<file path="src/rtl/uart_rx.sv">
// uart_rx: oversampling UART receiver.
// Synchronizes RX_IN, qualifies the start bit, samples each bit mid-period,
// checks optional parity and the stop bit, and reports the received word.
// Ports:
//   clk        oversampling clock, PRESCALE cycles per bit
//   rst        asynchronous active-high reset
//   RX_IN      serial line, idle high, LSB first, asynchronous to clk
//   PAR_TYP    0 = even parity, 1 = odd parity
//   P_DATA     last received word (loaded even when the frame has errors)
//   data_valid one-cycle pulse, P_DATA holds a good frame
//   par_err    one-cycle pulse, parity mismatch
//   stp_err    one-cycle pulse, stop bit sampled low
//   busy_flag  high while a frame is being received
// Optional build macro UART_RX_MAJORITY_EN: bit value is the 2-of-3 majority
// of three samples around mid-bit instead of a single mid-bit sample.
module uart_rx #(
   parameter int unsigned DATA_WIDTH = 8,
   parameter int unsigned PAR_EN     = 1,
   parameter int unsigned PRESCALE   = 8
) (
   input  logic                  clk,
   input  logic                  rst,
   input  logic                  RX_IN,
   input  logic                  PAR_TYP,
   output logic [DATA_WIDTH-1:0] P_DATA,
   output logic                  data_valid,
   output logic                  par_err,
   output logic                  stp_err,
   output logic                  busy_flag
);

   localparam int unsigned CNT_W = $clog2(PRESCALE);
   localparam int unsigned BIT_W = (DATA_WIDTH > 1) ? $clog2(DATA_WIDTH) : 1;
   localparam logic [CNT_W-1:0] EDGE_LAST = CNT_W'(PRESCALE - 1);
   localparam logic [CNT_W-1:0] EDGE_MID  = CNT_W'(PRESCALE / 2);
   localparam logic [CNT_W-1:0] EDGE_DEC  = CNT_W'(PRESCALE / 2 + 1);
   localparam logic [BIT_W-1:0] BIT_LAST  = BIT_W'(DATA_WIDTH - 1);

   typedef enum logic [2:0] {
      S_IDLE   = 3'b000,
      S_START  = 3'b001,
      S_DATA   = 3'b011,
      S_PARITY = 3'b010,
      S_STOP   = 3'b110
   } state_t;

   logic                  sync1_q;
   logic                  rx_s_q;
   logic                  samp_mid_q;
   logic                  bit_d;
   state_t                state_q;
   logic [CNT_W-1:0]      edge_cnt_q;
   logic [BIT_W-1:0]      bit_cnt_q;
   logic [DATA_WIDTH-1:0] shift_q;
   logic                  par_bad_q;
   logic [DATA_WIDTH-1:0] p_data_q;
   logic                  data_valid_q;
   logic                  par_err_q;
   logic                  stp_err_q;
   logic                  busy_q;

   // Two-flop synchronizer (idle-high reset) and mid-bit sample capture.
   always_ff @(posedge clk or posedge rst) begin
      if (rst) begin
         sync1_q    <= 1'b1;
         rx_s_q     <= 1'b1;
         samp_mid_q <= 1'b1;
      end else begin
         sync1_q <= RX_IN;
         rx_s_q  <= sync1_q;
         if (edge_cnt_q == EDGE_MID) samp_mid_q <= rx_s_q;
      end
   end

`ifdef UART_RX_MAJORITY_EN
   localparam logic [CNT_W-1:0] EDGE_EARLY = CNT_W'(PRESCALE / 2 - 1);
   logic samp_early_q;

   // Earliest of the three votes; the third vote is the live sample at the decision point.
   always_ff @(posedge clk or posedge rst) begin
      if (rst) begin
         samp_early_q <= 1'b1;
      end else if (edge_cnt_q == EDGE_EARLY) begin
         samp_early_q <= rx_s_q;
      end
   end

   assign bit_d = (samp_early_q & samp_mid_q) | (samp_early_q & rx_s_q) | (samp_mid_q & rx_s_q);
`else
   assign bit_d = samp_mid_q;
`endif

   // Frame FSM with counters, shift register and registered outputs.
   always_ff @(posedge clk or posedge rst) begin
      if (rst) begin
         state_q      <= S_IDLE;
         edge_cnt_q   <= '0;
         bit_cnt_q    <= '0;
         shift_q      <= '0;
         par_bad_q    <= 1'b0;
         p_data_q     <= '0;
         data_valid_q <= 1'b0;
         par_err_q    <= 1'b0;
         stp_err_q    <= 1'b0;
         busy_q       <= 1'b0;
      end else begin
         data_valid_q <= 1'b0;
         par_err_q    <= 1'b0;
         stp_err_q    <= 1'b0;
         busy_q       <= (state_q != S_IDLE);
         edge_cnt_q   <= edge_cnt_q + CNT_W'(1);
         unique case (state_q)
            S_IDLE: begin
               edge_cnt_q <= '0;
               bit_cnt_q  <= '0;
               if (!rx_s_q) begin
                  state_q   <= S_START;
                  par_bad_q <= 1'b0;
               end
            end
            S_START: begin
               // A high sample at the decision point means the low was a glitch.
               if (edge_cnt_q == EDGE_DEC && bit_d) begin
                  state_q    <= S_IDLE;
                  edge_cnt_q <= '0;
               end else if (edge_cnt_q == EDGE_LAST) begin
                  state_q    <= S_DATA;
                  edge_cnt_q <= '0;
               end
            end
            S_DATA: begin
               if (edge_cnt_q == EDGE_DEC) shift_q <= {bit_d, shift_q[DATA_WIDTH-1:1]};
               if (edge_cnt_q == EDGE_LAST) begin
                  edge_cnt_q <= '0;
                  if (bit_cnt_q == BIT_LAST) begin
                     bit_cnt_q <= '0;
                     state_q   <= (PAR_EN != 0) ? S_PARITY : S_STOP;
                  end else begin
                     bit_cnt_q <= bit_cnt_q + BIT_W'(1);
                  end
               end
            end
            S_PARITY: begin
               // Received parity bit must equal XOR of data, inverted for odd parity.
               if (edge_cnt_q == EDGE_DEC) par_bad_q <= bit_d ^ (^shift_q) ^ PAR_TYP;
               if (edge_cnt_q == EDGE_LAST) begin
                  state_q    <= S_STOP;
                  edge_cnt_q <= '0;
               end
            end
            S_STOP: begin
               // Leave mid-stop-bit so a following start bit is not missed.
               if (edge_cnt_q == EDGE_DEC) begin
                  state_q      <= S_IDLE;
                  edge_cnt_q   <= '0;
                  p_data_q     <= shift_q;
                  data_valid_q <= bit_d & ~par_bad_q;
                  par_err_q    <= par_bad_q;
                  stp_err_q    <= ~bit_d;
               end
            end
            default: begin
               state_q    <= S_IDLE;
               edge_cnt_q <= '0;
            end
         endcase
      end
   end

   assign P_DATA     = p_data_q;
   assign data_valid = data_valid_q;
   assign par_err    = par_err_q;
   assign stp_err    = stp_err_q;
   assign busy_flag  = busy_q;

endmodule

</file>
<file path="config.mk">
export PLATFORM = sky130hd
export DESIGN_NAME = uart_rx
export DESIGN_NICKNAME = d
export VERILOG_FILES = /design/src/rtl/uart_rx.sv
export SDC_FILE = /design/constraint.sdc
export NUM_CORES = 1
export LEC_CHECK = 0
export ABC_AREA = 0
export CAP_MARGIN = 20
export CELL_PAD_IN_SITES_DETAIL_PLACEMENT = 1
export CELL_PAD_IN_SITES_GLOBAL_PLACEMENT = 1
export CORE_MARGIN = 2
export CORE_UTILIZATION = 40
export DETAILED_ROUTE_END_ITERATION = 16
export PLACE_DENSITY_LB_ADDON = 0.1
export SLEW_MARGIN = 20
export SYNTH_ARGS = -nofsm -noshare
export SYNTH_HDL_FRONTEND = slang
export SYNTH_SLANG_ARGS = --single-unit
</file>
<file path="constraint.sdc">
create_clock -name clk -period 1.63 [get_ports clk]
set_clock_uncertainty 0.2 [all_clocks]
set_input_delay 0.326 -clock clk [delete_from_list [all_inputs] [get_ports clk]]
set_output_delay 0.326 -clock clk [all_outputs]
set_load 0.1 [all_outputs]
</file>
Word-level counts from Yosys, hierarchy flattened
Index checks and enable logic that the tools add are counted.
{"block": "totals", "regBits": 33, "in_bits": 4}
{"block": "op_classes", "add_sub_neg": 2, "n_eq_ne": 15, "mux": 24, "bitwise": 5, "reduce_logical": 12}
{"operator": "$mux W3", "n": 12}
{"operator": "$eq A3 B3 Y1 const B", "n": 5}
{"operator": "$pmux W3 S5", "n": 1}
{"operator": "$ne A2 B2 Y1 const B", "n": 6}
{"operator": "$pmux W3 S3", "n": 1}
{"operator": "$mux W1", "n": 8}
{"operator": "$reduce_xor A8 Y1", "n": 1}
{"operator": "$add A3 B1 Y3 const B", "n": 2}
{"operator": "$eq A3 B2 Y1 const B", "n": 2}
{"operator": "$pmux W3 S2", "n": 1}
{"operator": "$reduce_and A2 Y1", "n": 3}
{"operator": "$reduce_and A6 Y1", "n": 1}
{"operator": "$reduce_bool A2 Y1", "n": 2}
{"operator": "$eq A3 B1 Y1 const B", "n": 1}
{"operator": "$logic_not A3 Y1", "n": 1}
{"operator": "$ne A3 B3 Y1 const B", "n": 1}
{"operator": "$reduce_and A3 Y1", "n": 1}
{"operator": "$reduce_bool A3 Y1", "n": 1}
{"operator": "$not A1 Y1", "n": 2}
{"operator": "$pmux W1 S2", "n": 1}
{"operator": "$reduce_or A2 Y1", "n": 1}
{"operator": "$xor A1 B1 Y1", "n": 2}
{"operator": "$and A1 B1 Y1", "n": 1}
{"operator": "$logic_and A1 B1 Y1", "n": 1}

Logic depth before layout (Yosys ltp)
Gate-level depths: netlist of the first run.
{"block": "logic_depth", "ltp_word": 5, "mapped_depth": 6, "depth_no_buf": 6}

Least setup slack after synthesis of the first run
OpenSTA, ideal clock, no wires.
{"block": "synth_path", "kind": "register to register", "startpoint": "reg edge_cnt_q[1]", "endpoint": "reg shift_q[0]", "arrival_ns": 1.470, "required_time_ns": 1.305, "setup_slack_ns": -0.164, "path_stages_with_launch": 6, "path_buffers": 0, "path_cell_list": "dfrtp_1 inv_1 ha_1 nand3_2 nor3b_4 mux2_2"}
{"block": "synth_between", "elab_chain_len": 2}
{"item": "from (decl)", "line_no": "52", "text": "logic [CNT_W-1:0] edge_cnt_q;"}
{"item": "from (signal assigned)", "line_no": "111", "text": "edge_cnt_q <= edge_cnt_q + CNT_W'(1);"}
{"item": "$eq A3 B3 Y1", "line_no": "132", "text": "if (edge_cnt_q == EDGE_DEC) shift_q <= {bit_d, shift_q[DATA_WIDTH-1:1]};"}
{"item": "$reduce_and A2 Y1 (no source line)"}
{"item": "to (signal assigned)", "line_no": "132"}
{"item": "to (decl)", "line_no": "54", "text": "logic [DATA_WIDTH-1:0] shift_q;"}
Every way passes these cells.
A chain may end at the register's enable or synchronous reset.

Worst setup path after layout of the first run
{"block": "layout_path", "startpoint": "reg bit_cnt_q[1]", "endpoint": "reg state_q[0]"}
{"block": "layout_between", "elab_chain_len": 3}
{"item": "from (decl)", "line_no": "53", "text": "logic [BIT_W-1:0] bit_cnt_q;"}
{"item": "from (signal assigned)", "line_no": "139", "text": "bit_cnt_q <= bit_cnt_q + BIT_W'(1);"}
{"item": "$eq A3 B3 Y1", "line_no": "135", "text": "if (bit_cnt_q == BIT_LAST) begin"}
{"item": "$ne A2 B2 Y1 (no source line)"}
{"item": "$reduce_and A6 Y1 (no source line)"}
{"item": "to (signal assigned)", "line_no": "137", "text": "state_q <= (PAR_EN != 0) ? S_PARITY : S_STOP;"}
{"item": "to (decl)", "line_no": "51", "text": "state_t state_q;"}
Every way passes these cells.

==> flow_metrics.env, run 1 <==
export IMPL_die_w_um=66.33
export IMPL_power_mw=3.089
export IMPL_drive_gt1_frac=0.5899
export IMPL_totalWireLength_mm=4.166
export IMPL_initial_core_util=0.4213
export IMPL_synth_area_um2=1554
export IMPL_setup_viol_count_final=22
export IMPL_r2r_cells=6
export IMPL_synth_seq_cells=33
export IMPL_worstPathArrival_ns=1.79
export IMPL_area_growth_pct=58.05
export IMPL_clockRootBuffer="clkbuf_8"
export IMPL_dieArea_um2=4400
export IMPL_min_path_type="in -> async"
export IMPL_h_tree_depth=2
export IMPL_ff2ff_setup_slack_ns=-0.19
export IMPL_grt_max_degree=22
export IMPL_crit_path_end_kind="register"
export IMPL_synth_distinct_cells=35
export IMPL_p_leak_nw=1.119
export IMPL_power_per_cell_area_nw_per_um2=1258
export IMPL_violations="negative setup slack"
export IMPL_syn_inst=124
export IMPL_cp_buffers_inverters=0
export IMPL_port_buffers=15
export IMPL_worstMarginPinSlew_ns=0.4158
export IMPL_worstPathRequired_ns=1.60
export IMPL_cts_tree="built"
export IMPL_place_area_um2=2148
export IMPL_clk_latency_ns=0.29
export IMPL_vias_per_cell=5.212
export IMPL_mappedNetlistNets=134
export IMPL_drc=0
export IMPL_status="finished, violations left"
export IMPL_vdd_ir_drop_max_uv=924.3
export IMPL_max_freq_mhz=549.6
export IMPL_nets=187
export IMPL_core_um2=3689
export IMPL_clockBufferDepth=2
export IMPL_crit_family="flip-flops"
export IMPL_fin_util=0.6659
export IMPL_ys_seq_area_frac=0.5338
export IMPL_gr_total_overflow=0
export IMPL_finalHoldViolCount=0
export IMPL_grt_antenna_before_repair=0
export IMPL_place_hpwl_mm=2.711
export IMPL_drt_pass1_iterations=2
export IMPL_drt_iter0_drc=12
export IMPL_avgSynthCellArea_um2=12.53
export IMPL_clk_pin_slew_ns=0.07
export IMPL_start_kind="register"
export IMPL_cts_buffers=5
export IMPL_r2r_start="bit_cnt_q[1]"
export IMPL_path_max_fanout=2
export IMPL_layout_min_cycle_time_ns=1.820
export IMPL_max_slew_margin=0.7225
export IMPL_gp_congestion=0.7768
export IMPL_rows=22
export IMPL_wl_per_cell_um=18.43
export IMPL_setup_ws_ns=-0.1896
export IMPL_via_count=1178
export IMPL_path_class="reg -> reg"
export IMPL_diodes=0
export IMPL_finalInstanceArea_um2=2456
export IMPL_antenna_left=0
export IMPL_cp_cell_sequence="ha_2 > ha_4 > and3b_1 > o21ai_2 > o311ai_2 > mux2_4"
export IMPL_ys_warnings_count=0
export IMPL_grt_pass1_vias=1284
export IMPL_max_cap_violations=0
export IMPL_drv_slew=0
export IMPL_critical_path_max_stage_delay_ns=0.37
export IMPL_rr_endpoint="state_q[0]"
export IMPL_cts_sink_count=33
export IMPL_cp_slowest_cell="dfrtp_1"
export IMPL_grtUsageTotal=0.2072
export IMPL_die_h_um=66.33
export IMPL_io_pins=16
export IMPL_rsz0062_at_grt="true"
export IMPL_grt_pass1_wl_mm=6.541
export IMPL_timing_final_crit_share=1.116
[metal layers]
layer  vias to the layer above  GRT usage  wire (µm)
met4                         0    0.06122         62
met5                         -          0          0
met3                         7    0.05622        116
met2                        19     0.3750       2237
li1                        545          -          -
met1                       607     0.2363       1750
[kinds of logic after synthesis]
family	share of synthesized area
buffers and inverters	0.02737
AOI/OAI and AO/OA	0.08535
adders and majority gates	0.04831
xor gates and xnor gates	0.05394
and+or+nand+nor	0.1208
muxes	0.1304
DFF	0.5338
[Yosys cell counts]
| cell | n | area [µm²] |
|---|---|---|
| nand3_2 | 1 | 10.01 |
| mux2_2 | 18 | 202.7 |
| ha_1 | 6 | 75.07 |
| o21a_1 | 4 | 30.03 |
| o32ai_1 | 1 | 8.760 |
| o21ai_2 | 1 | 8.760 |
| a22o_1 | 2 | 17.52 |
| and2_1 | 1 | 6.260 |
| xor2_1 | 1 | 8.760 |
| o22ai_1 | 1 | 6.260 |
| a21oi_1 | 4 | 20.02 |
| nor4bb_1 | 1 | 10.01 |
| nand2_1 | 8 | 30.03 |
| dfrtp_1 | 30 | 750.7 |
| buf_2 | 4 | 20.02 |
| nor2_1 | 4 | 15.01 |
| a41o_1 | 1 | 10.01 |
| nor3b_4 | 1 | 18.77 |
| and3b_1 | 1 | 8.760 |
| nand4_1 | 1 | 6.260 |
| or3_1 | 1 | 6.260 |
| o311ai_1 | 1 | 8.760 |
| dfstp_2 | 3 | 78.83 |
| and3_1 | 1 | 6.260 |
| nand3_1 | 4 | 20.02 |
| o21ba_2 | 1 | 10.01 |
| nor3b_1 | 2 | 15.01 |
| nor3_1 | 3 | 15.01 |
| o31ai_1 | 1 | 7.510 |
| nor2b_1 | 1 | 6.260 |
| xnor2_1 | 6 | 52.55 |
| xnor3_1 | 1 | 22.52 |
| o21ai_0 | 1 | 5.000 |
| nor2b_4 | 1 | 13.76 |
| inv_1 | 6 | 22.52 |
[area by class of cell]
cell class	instances	area, µm²
timing repair buffer	50	589.3
clock buffer	5	68.82
tap	48	60.06
multi-input combinational	81	864.6
clock inverter	3	17.52
sequential	33	833.3
fill	347	1232
inverter	6	22.52
[sequential cells by signal, indices dropped and copies added (netlist names), 3 cells and up]
name / cells
P_DATA: 8
state_q: 3
bit_cnt_q: 3
edge_cnt_q: 3
shift_q: 8
[worst max-delay path by stage]
| stage | start | to | slack (ns) | cells after the start |
|---|---|---|---|---|
| floorplan | bit_cnt_q[0] | state_q[0] | -0.09 | 6 |
| global placement | PAR_TYP | par_bad_q | -0.29 | 5 |
| detailed placement | PAR_TYP | par_bad_q | -0.41 | 5 |
| CTS | bit_cnt_q[1] | state_q[0] | -0.18 | 6 |
| global route | edge_cnt_q[0] | bit_cnt_q[1] | -0.29 | 6 |
| finish | bit_cnt_q[1] | state_q[0] | -0.19 | 6 |
[cells in the final DEF, fill, tap and decap left out, drive strengths merged, types with 3 or more instances in the layout]
cell type      instances
inv                    6
clkdlybuf4s50          3
nor3b                  3
nor3                   3
a21oi                  4
ha                     6
dfrtp                 30
nor2                   4
nand3                  5
clkbuf                 5
mux2                  18
nand2                  8
xnor2                  6
o21a                   4
buf                   47
dfstp                  3
[what timing repair did]
item / 4_1_cts / 5_1_grt
setup buffers: 5 / 4
hold buffers: 0 / 0
gates resized for setup: 22 / 15
endpoints found under the setup margin: 25 / 27
pin swaps: 12 / 10
[through the flow]
stage	hold slack, ns	cells	setup TNS, ns	worst slack, ns
after floorplan	0.1305	124	-0.7234	-0.08827
after global placement	0.1484	209	-1.801	-0.2862
after detailed placement	0.1542	209	-2.882	-0.4079
after CTS	0.1350	222	-2.108	-0.1794
after global routing	0.1641	226	-4.189	-0.2851
final	0.1239	226	-2.652	-0.1896
[worst register-to-register path: stages, from the launching register on]
cell and delay, ns:
dfrtp_1 0.37, ha_2 0.20, ha_4 0.14, and3b_1 0.19, o21ai_2 0.16, o311ai_2 0.13, mux2_4 0.31
[where the power goes]
| group | total [mW] | switching (mW) | leakage (nW) | internal (mW) |
|---|---|---|---|---|
| logic | 1.37 | 0.614 | 0.642 | 0.755 |
| registers | 1.12 | 0.172 | 0.432 | 0.946 |
| clock network | 0.602 | 0.308 | 0.0439 | 0.294 |
Power figures use the tool's default switching activity.
==> run 2, diff against run 1 <==
--- a/config.mk
+++ b/config.mk
@@ -10,7 +10,7 @@
 export CELL_PAD_IN_SITES_DETAIL_PLACEMENT = 1
 export CELL_PAD_IN_SITES_GLOBAL_PLACEMENT = 1
 export CORE_MARGIN = 2
-export CORE_UTILIZATION = 40
+export CORE_UTILIZATION = 48
 export DETAILED_ROUTE_END_ITERATION = 16
 export PLACE_DENSITY_LB_ADDON = 0.1
 export SLEW_MARGIN = 20
==> constraint.sdc (replaced) <==
create_clock -name clk -period 2.3 [get_ports clk]
set_clock_uncertainty 0.2 [all_clocks]
set_input_delay 0.46 -clock clk [delete_from_list [all_inputs] [get_ports clk]]
set_output_delay 0.46 -clock clk [all_outputs]
set_load 0.1 [all_outputs]
==> run 2 against run 1 <==
The flow now finishes without violations. Sequential power is 30% lower. First-iteration DRC count grew to 2.8 times the previous value. Register-to-register slack better by 0.40 ns. Combinational power is 63% lower. Die area is 16% lower. Sequential cell count stayed put. Sequential share of layout area is 12 points higher. Cell count is 16% lower. Count of clock-buffer cells in the layout is 2 higher. Worst hold slack better by 0.029 ns. Total power is 44% lower. Utilization is 7.6 points lower. Critical endpoint is now bit_cnt_q[1].
==> flow_metrics.env, run 2 (synthesis results as in run 1) <==
export IMPL_met1_length_mm=1.276
export IMPL_worstMarginPinSlew_ns=0.5958
export IMPL_cp_slowest_cell="nor4bb_1"
export IMPL_p_leak_nw=0.8804
export IMPL_worstPathRequired_ns=2.36
export IMPL_regArea_um2=829.5
export IMPL_max_slew_margin=0.6028
export IMPL_grt_pass1_vias=1002
export IMPL_cts_sink_count=33
export IMPL_fill_cells=312
export IMPL_status="finished clean"
export IMPL_rsz0062_at_grt="false"
export IMPL_crit_family="simple AND/OR/NAND/NOR gates"
export IMPL_clk_pin_slew_ns=0.11
export IMPL_layout_common_cells="30 x dfrtp_1, 18 x mux2_2, 15 x buf_4"
export IMPL_drive_gt1_frac=0.3288
export IMPL_dieArea_um2=3709
export IMPL_cts_buffers=5
export IMPL_grtUsageTotal=0.1871
export IMPL_wl_per_cell_um=15.54
export IMPL_clockRootBuffer="clkbuf_4"
export IMPL_crit_path_frequent_cell="ha_1"
export IMPL_layout_min_cycle_time_ns=2.085
export IMPL_io_pins=16
export IMPL_cts_resized=0
export IMPL_layout_commonest_cell="dfrtp_1"
export IMPL_r2r_cells=6
export IMPL_hold_path_depth=0
export IMPL_place_ws_ns=0.1732
export IMPL_setup_ws_ns=0.2154
export IMPL_nets=155
export IMPL_cts_hold_buf=0
export IMPL_vdd_ir_drop_max_uv=609.3
export IMPL_drc=0
export IMPL_met3WireLength_um=118
export IMPL_power_per_cell_area_nw_per_um2=958.1
export IMPL_die_h_um=60.90
export IMPL_die_w_um=60.90
export IMPL_max_cap_violations=0
export IMPL_core_um2=3078
export IMPL_cts_tree="built"
export IMPL_cts_setup_buffers=0
export IMPL_rows=20
export IMPL_grt_pass1_wl_mm=4.899
export IMPL_min_path_type="reg -> reg"
export IMPL_worstPathArrival_ns=2.15
export IMPL_clockBufferDepth=2
export IMPL_finalHoldViolCount=0
export IMPL_antenna_left=0
export IMPL_setup_tns_ns=0
export IMPL_diodes=0
export IMPL_cp_buffers_inverters=0
export IMPL_gr_total_overflow=0
export IMPL_clk_latency_ns=0.33
export IMPL_grt_antenna_before_repair=0
export IMPL_cp_cell_sequence="ha_1 > ha_1 > nor4bb_1 > and2_1 > o22ai_1 > a21oi_1"
export IMPL_area_growth_pct=16.91
export IMPL_path_max_fanout=7
export IMPL_h_tree_depth=2
export IMPL_port_buffers=15
export IMPL_vias_per_cell=5.337
export IMPL_via_count=1014
export IMPL_critical_path_max_stage_delay_ns=0.45
export IMPL_max_freq_mhz=479.7
export IMPL_timing_final_crit_share=0.9064
export IMPL_grt_max_degree=34
export IMPL_multiInputGateArea_um2=681.9
export IMPL_hold_slack_ns=0.1530
export IMPL_totalWireLength_mm=2.953
export IMPL_crit_path_end_kind="register"
export IMPL_start_kind="register"
export IMPL_maxUsedRoutingLayer="met4"
export IMPL_drt_pass1_iterations=4
export IMPL_drt_iter0_drc=34
export IMPL_setup_viol_count_final=0
export IMPL_place_hpwl_mm=2.105
export IMPL_wl_met2_mm=1.519
export IMPL_initial_core_util=0.5049
export IMPL_drv_slew=0
export IMPL_gp_congestion=0.8406
export IMPL_worst_path_stages=6
export IMPL_path_class="reg -> reg"
## run 2: final timing paths
kind | from | end | slack [ns]
max reg2reg | edge_cnt_q[0] | bit_cnt_q[1] | 0.22
min in group asynchronous | rst | P_DATA[7] | 0.31
max | edge_cnt_q[0] | bit_cnt_q[1] | 0.22
max in group asynchronous | rst | bit_d | 1.26
min | sync1_q | rx_s_q | 0.15
min reg2reg | sync1_q | rx_s_q | 0.15
## run 2: per-layer routing
metal  vias to the layer above  global-route usage
met5                         -                   0
met4                         0             0.06522
met3                         4             0.05757
met2                        18              0.3103
met1                       509              0.2319
li1                        483                   -
## run 2: area by class of cell
class,instances,share of cell area
repair buffers,18,0.07851
well taps,44,0.03030
clock inverters,1,0.01653
clock buffers,7,0.03030
multi-input cells,81,0.3753
flip-flops and latches,33,0.4566
inverters,6,0.01240
## run 2: per-stage QoR
stage	util	total power, mW	area [µm²]	instances
after CTS	0.5902	1.758	1817	190
after floorplan	-	1.178	1554	124
after global placement	0.5626	1.265	1732	182
final	0.5902	1.741	1817	190
after detailed placement	0.5626	1.298	1732	182
after global routing	0.5902	1.854	1817	190
## run 2: worst reg2reg max path, stage by stage, from the launching register on
cell,delay [ns]
dfrtp_1,0.39
ha_1,0.18
ha_1,0.29
nor4bb_1,0.45
and2_1,0.24
o22ai_1,0.10
a21oi_1,0.17
## run 2: power breakdown
group	total (mW)	switching (mW)	internal [mW]
clock network	0.453	0.194	0.260
registers	0.781	0.113	0.668
logic	0.506	0.259	0.248
total	1.74	0.566	1.17
